**config.mk**
```make
export PLATFORM = sky130hd
export DESIGN_NAME = uart_cmd_slave
export DESIGN_NICKNAME = d
export VERILOG_FILES = /design/src/rtl/uart_cmd_slave.sv
export SDC_FILE = /design/constraint.sdc
export NUM_CORES = 1
export LEC_CHECK = 0
export CAP_MARGIN = 25
export CORE_UTILIZATION = 53
export DETAILED_ROUTE_END_ITERATION = 10
export GPL_TIMING_DRIVEN = 0
export PLACE_DENSITY = 0.84
export SLEW_MARGIN = 20
export SYNTH_ARGS = -nofsm -noshare
export SYNTH_HDL_FRONTEND = slang
export SYNTH_SLANG_ARGS = --single-unit
```
**constraint.sdc**
```tcl
create_clock -name clk -period 5.35 [get_ports clk]
set_clock_uncertainty 0.15 [all_clocks]
set_input_delay 1.07 -clock clk [delete_from_list [all_inputs] [get_ports clk]]
set_output_delay 1.07 -clock clk [all_outputs]
set_load 0.01 [all_outputs]
```
**src/rtl/uart_cmd_slave.sv**
```systemverilog
// UART command responder: decodes 2-byte write and 1-byte read command frames
// from rx, drives a simple register bus and returns read data as one byte on tx.
module uart_cmd_slave #(
  parameter int unsigned CLKS_PER_BIT    = 434,
  parameter int unsigned SAMPLE_POINT    = 216,
  parameter int unsigned TURNAROUND_CLKS = 434,
  parameter int unsigned WR_TIMEOUT_CLKS = 4340
) (
  input  logic       clk,
  input  logic       rst_n,
  input  logic       rx,
  output logic       tx,
  output logic       reg_wr_en,
  output logic       reg_rd_en,
  output logic [6:0] reg_addr,
  output logic [7:0] reg_wdata,
  input  logic [7:0] reg_rdata,
  output logic       frame_err
);

  localparam int unsigned BIT_W   = $clog2(CLKS_PER_BIT + 1);
  localparam int unsigned AUX_MAX = (TURNAROUND_CLKS > WR_TIMEOUT_CLKS) ? TURNAROUND_CLKS
                                                                        : WR_TIMEOUT_CLKS;
  localparam int unsigned AUX_W   = $clog2(AUX_MAX + 1);

  typedef enum logic [3:0] {
    S_IDLE, S_RX_START, S_RX_DATA, S_RX_CHECK, S_RX_STOP, S_DECODE, S_WR_WAIT,
    S_RD_CAP, S_TURN, S_TX_START, S_TX_DATA, S_TX_CHECK, S_TX_STOP
  } state_t;

  state_t           state, state_d;
  logic             rx_meta, rx_sync, rx_prev;
  logic [BIT_W-1:0] bit_cnt, bit_cnt_d;
  logic [AUX_W-1:0] aux_cnt, aux_cnt_d;
  logic [2:0]       idx, idx_d;
  logic [7:0]       rx_byte, rx_byte_d;
  logic [7:0]       tx_byte, tx_byte_d;
  logic             par_err, par_err_d;
  logic             stop_bit, stop_bit_d;
  logic             wr_pend, wr_pend_d;
  logic [6:0]       reg_addr_d;
  logic [7:0]       reg_wdata_d;
  logic             wr_en_d, rd_en_d, err_d, tx_d;
  logic             fall, at_sample, bit_wrap, bit_en;

  assign fall      = rx_prev & ~rx_sync;
  assign at_sample = (bit_cnt == BIT_W'(SAMPLE_POINT));
  assign bit_wrap  = (bit_cnt == BIT_W'(CLKS_PER_BIT - 1));
  assign bit_en    = (state inside {S_RX_START, S_RX_DATA, S_RX_CHECK, S_RX_STOP,
                                    S_TX_START, S_TX_DATA, S_TX_CHECK, S_TX_STOP});

  // rx synchronizer and edge register, idle-high
  always_ff @(posedge clk or negedge rst_n) begin
    if (!rst_n) begin
      rx_meta <= 1'b1;
      rx_sync <= 1'b1;
      rx_prev <= 1'b1;
    end else begin
      rx_meta <= rx;
      rx_sync <= rx_meta;
      rx_prev <= rx_sync;
    end
  end

  always_ff @(posedge clk or negedge rst_n) begin
    if (!rst_n) begin
      state     <= S_IDLE;
      bit_cnt   <= '0;
      aux_cnt   <= '0;
      idx       <= '0;
      rx_byte   <= '0;
      tx_byte   <= '0;
      par_err   <= 1'b0;
      stop_bit  <= 1'b0;
      wr_pend   <= 1'b0;
      reg_addr  <= '0;
      reg_wdata <= '0;
      reg_wr_en <= 1'b0;
      reg_rd_en <= 1'b0;
      frame_err <= 1'b0;
      tx        <= 1'b1;
    end else begin
      state     <= state_d;
      bit_cnt   <= bit_cnt_d;
      aux_cnt   <= aux_cnt_d;
      idx       <= idx_d;
      rx_byte   <= rx_byte_d;
      tx_byte   <= tx_byte_d;
      par_err   <= par_err_d;
      stop_bit  <= stop_bit_d;
      wr_pend   <= wr_pend_d;
      reg_addr  <= reg_addr_d;
      reg_wdata <= reg_wdata_d;
      reg_wr_en <= wr_en_d;
      reg_rd_en <= rd_en_d;
      frame_err <= err_d;
      tx        <= tx_d;
    end
  end

  always_comb begin
    state_d     = state;
    bit_cnt_d   = '0;
    aux_cnt_d   = '0;
    idx_d       = idx;
    rx_byte_d   = rx_byte;
    tx_byte_d   = tx_byte;
    par_err_d   = par_err;
    stop_bit_d  = stop_bit;
    wr_pend_d   = wr_pend;
    reg_addr_d  = reg_addr;
    reg_wdata_d = reg_wdata;
    wr_en_d     = 1'b0;
    rd_en_d     = 1'b0;
    err_d       = 1'b0;
    tx_d        = 1'b1;

    if (bit_en) bit_cnt_d = bit_wrap ? '0 : bit_cnt + BIT_W'(1);
    // aux counter starts at DECODE so turnaround and timeout include DECODE/RD_CAP
    if (state inside {S_DECODE, S_RD_CAP, S_TURN, S_WR_WAIT}) aux_cnt_d = aux_cnt + AUX_W'(1);

    case (state)
      S_IDLE: if (fall) state_d = S_RX_START;
      S_RX_START: begin
        if (at_sample && rx_sync) state_d = S_IDLE;
        else if (bit_wrap) begin
          state_d = S_RX_DATA;
          idx_d   = '0;
        end
      end
      S_RX_DATA: begin
        if (at_sample) rx_byte_d = {rx_sync, rx_byte[7:1]};
        if (bit_wrap) begin
          idx_d = idx + 3'd1;
          if (idx == 3'd7) state_d = S_RX_CHECK;
        end
      end
      S_RX_CHECK: begin
        if (at_sample) par_err_d = (rx_sync != ~^rx_byte);
        if (bit_wrap) state_d = S_RX_STOP;
      end
      S_RX_STOP: begin
        if (at_sample) begin
          stop_bit_d = rx_sync;
          state_d    = S_DECODE;
        end
      end
      S_DECODE: begin
        state_d = S_IDLE;
        if (par_err || !stop_bit) begin
          err_d     = 1'b1;
          wr_pend_d = 1'b0;
        end else if (wr_pend) begin
          reg_wdata_d = rx_byte;
          wr_en_d     = 1'b1;
          wr_pend_d   = 1'b0;
        end else if (rx_byte[7]) begin
          reg_addr_d = rx_byte[6:0];
          wr_pend_d  = 1'b1;
          state_d    = S_WR_WAIT;
        end else begin
          reg_addr_d = rx_byte[6:0];
          rd_en_d    = 1'b1;
          state_d    = S_RD_CAP;
        end
      end
      S_WR_WAIT: begin
        if (fall) state_d = S_RX_START;
        else if (aux_cnt == AUX_W'(WR_TIMEOUT_CLKS - 1)) begin
          err_d     = 1'b1;
          wr_pend_d = 1'b0;
          state_d   = S_IDLE;
        end
      end
      S_RD_CAP: begin
        tx_byte_d = reg_rdata;
        state_d   = S_TURN;
      end
      S_TURN: if (aux_cnt == AUX_W'(TURNAROUND_CLKS - 2)) state_d = S_TX_START;
      S_TX_START: begin
        if (bit_wrap) begin
          state_d = S_TX_DATA;
          idx_d   = '0;
        end
      end
      S_TX_DATA: begin
        if (bit_wrap) begin
          idx_d = idx + 3'd1;
          if (idx == 3'd7) state_d = S_TX_CHECK;
        end
      end
      S_TX_CHECK: if (bit_wrap) state_d = S_TX_STOP;
      S_TX_STOP:  if (bit_wrap) state_d = S_IDLE;
      default:    state_d = S_IDLE;
    endcase

    // tx is registered from the next state so the line changes with the state
    case (state_d)
      S_TX_START: tx_d = 1'b0;
      S_TX_DATA:  tx_d = tx_byte_d[idx_d];
      S_TX_CHECK: tx_d = ~^tx_byte_d;
      default:    tx_d = 1'b1;
    endcase
  end

endmodule

```
==> summary.md <==
| Metric | Value |
|---|---|
| Initial antenna violation count | `0` |
| Pwr/cell area | `303 mW/mm2` |
| Standard-cell rows | `29` |
| Outcome | `complete, no violations` |
| Filler cell count | `a little over 500` |
| Die span in x | `83.3 um` |
| CP startpoint kind | `flip-flop` |
| Hold WC Path Type | `reg -> reg` |
| I/O Pins | `30` |
| Worst Tran Pin Value | `approximately 650 ps` |
| Total wire length | `between 6 and 7 mm` |
| Dominant cells by area after synthesis | `dfrtp_1 (47%), xnor2_1 (7.0%), mux2_1 (4.8%), nand2_1 (4.6%), mux2i_1 (4.6%)` |
| # setup viols final | `0` |
| Synth cell types | `56` |
| Count leader, synth | `dfrtp_1` |
| Port Buffer Count | `29` |
| Req. time, crit path | `5450 ps` |
| Count of final max-slew check failures | `0` |
| Post-synthesis async set-or-reset flop share | `100%` |
| Multi-input gate area | `roughly 0.0016 mm2` |
| Total core area | `0.00639 mm2` |
| Final Non-Filler Cells | `between 400 and 500` |
| Relative slew slack | `between 50 and 60%` |
| Final hold vios | `0` |
| Post-cts hold buffer count | `0` |
| Commonest cells in the netlist | `dfrtp_1 (66), nand2_1 (43), nor2_1 (37)` |
| Maximum clock rate | `between 0.3 and 0.4 GHz` |
| Mapped cell area | `about 0.0035 mm2` |
| Post-route core utilization | `65.5%` |
| Clock sink total | `70` |
| Placer's final routability congestion estimate | `between 0.8 and 0.9` |
| Max Buffers Root-to-Sink | `2` |
| Max-cap check violation count | `0` |
| Setup Buffers After CTS | `0` |
| Share of the synthesized area in the top cell type | `around 47%` |
| H-Tree Depth | `3` |
| Average size of a mapped cell | `10.7 um2` |
| DR vias/cell | `around 5.5` |
| Grt total ovfl | `0` |
| Detailed-route DRC error count | `0` |
| Setup_tns | `0 ps` |
| Cells after DPL | `436` |
| Clk slew on worst S/H paths | `around 80 ps` |
| Min Tclk post-route | `roughly 2600 ps` |
| Ys flop type | `dfrtp_1` |
| Area Overhead vs Synth | `19.2%` |
| Final nets | `slightly below 400` |
| Post-Syn Instances | `329` |
| Worst-skew pair later-pin latency | `around 350 ps` |
| Final Cycle Share | `approximately half` |
| Vias in the first global route | `2639` |
| Yosys warns | `0` |
| RSZ-0062 raised after global routing | `false` |
| Crit end category | `flip-flop` |
| Largest net degree at the start of global routing | `39` |
| Initial drt markers | `between 100 and 150` |
| Clock buffer count from CTS | `9` |
| CP max FO | `5` |
| Cell taking the most area after synthesis | `dfrtp_1` |
| Initial Utilization | `between 50% and 60%` |
| CP Class | `reg -> reg` |
| Antenna diodes | `0` |
| Post-DP HPWL | `about 4.7 mm` |
| Seq/Total Area, Yosys | `50.1%` |
| Overall Global Routing Usage | `between 20% and 30%` |
| First-pass GRT wire length | `12.0 mm` |
| Post-synth EDFFs | `0` |
| Die area | `roughly 0.007 mm2` |
| Root Buffer | `clkbuf_8` |
| Syn Nets | `348` |
| Layout cells sized above 1 | `between 10% and 20%` |
| Maximum VDD drop | `between 200 and 250 uV` |
| #FFs+latches synth | `70` |
| Resize count post-CTS | `0` |
| Area occupied by registers | `roughly 0.0018 mm2` |
| CTS tree | `done` |
| Post-route ant nets | `0` |
| Critical Path AT | `between 2000 and 3000 ps` |
| Die Y | `roughly 83 um` |
| Routed vias | `roughly 2500` |
| P_leak | `roughly 0.0020 uW` |
| DR pass1 iterations | `4` |
| Routed length per instance | `15.0 um` |
[power breakdown]
part           leakage (uW)  internal [uW]  switching (uW)
clock              0.000130            359             208
sequential         0.000935            553            29.5
combinational      0.000893           53.0            61.9
total               0.00196            965             300
[worst max-delay path: stages (launching register included)]
cell and delay (ps):
dfrtp_1 410, inv_1 90, ha_1 160, nand4bb_1 110, or4_4 510, o311ai_4 470
mux2i_1 270, mux2i_1 100, mux2i_1 200, a32oi_1 80
[cells by family after synthesis]
logic type | after synthesis | synth area share (%)
xor gates and xnor gates | 34 | 8.49
DFF | 70 | 50.1
muxes | 31 | 9.38
adders and majority gates | 8 | 2.85
and+or+nand+nor | 134 | 19.3
buffers and inverters | 27 | 3.78
AOI/OAI and AO/OA | 25 | 6.14
[stage by stage]
step / hold WS (ps) / setup slack [ps] / total power (uW) / area [um2]
6_report: 215 / 2710 / 1260 / 4180
5_1_grt: 219 / 2490 / 1320 / 4180
4_1_cts: 219 / 2720 / 1280 / 4180
3_5_place_dp: 211 / 2630 / 708 / 3910
3_3_place_gp: 210 / 807 / 700 / 3890
2_1_floorplan: 195 / 3030 / 664 / 3510
[layout make-up]
cell class	count	area share, %
Inverter	20	2.13
Timing Repair Buffer	30	7.36
Clock buffer	9	2.96
Tap cell	77	2.30
Clock inverter	7	3.47
Sequential cell	70	42.0
Multi-Input combinational cell	232	38.7
Buffer	7	1.05
[cell usage in the layout (no fill, tap or decap), types with 3 or more instances in the layout]
cell             Yosys  routed
dfrtp_1             66      66
nor2b_1              3       3
nor3_1              11      11
clkbuf_8             0       9
ha_1                 8       8
dfstp_2              4       4
buf_4                2       3
mux2_1              15      15
nand2_1             43      43
clkdlybuf4s50_1      0      28
a21oi_1              5       5
nor2_1              37      37
o21ai_0              4       4
xnor2_1             28      28
mux2i_1             16      16
xor2_1               6       6
inv_1               17      17
bufinv_16            0       4
nand4_1              6       6
nand3_1              9       9
[final timing paths]
check | slack, ps | start | endpoint | cells past startpoint
setup / recovery | 2710 | bit_cnt[1] | tx | 9
min in group asynchronous | 510 | rst_n | reg_wdata[2] | 1
hold reg to reg | 220 | rx_meta | rx_sync | 0
hold / removal | 220 | rx_meta | rx_sync | 0
setup reg to reg | 2710 | bit_cnt[1] | tx | 9
max in group asynchronous | 3940 | rst_n | rx_meta | 2
[state kept, by name, indices dropped and copies added (netlist names), 3 cells and up]
name,count
rx_byte,8
bit_cnt,9
idx,3
tx_byte,8
reg_wdata,8
aux_cnt,13
reg_addr,7
state,4
[layer usage]
| metal | track usage (%) | vias up | part of all wire [%] |
|---|---|---|---|
| met1 | 26.7 | 1237 | 45 |
| li1 | - | 1205 | - |
| met2 | 36.4 | 48 | 50 |
| met4 | 12.4 | 0 | 2.5 |
| met3 | 4.57 | 16 | 2.6 |
| met5 | 0 | - | 0 |
Note: power is estimated with default switching activity, not from simulation.
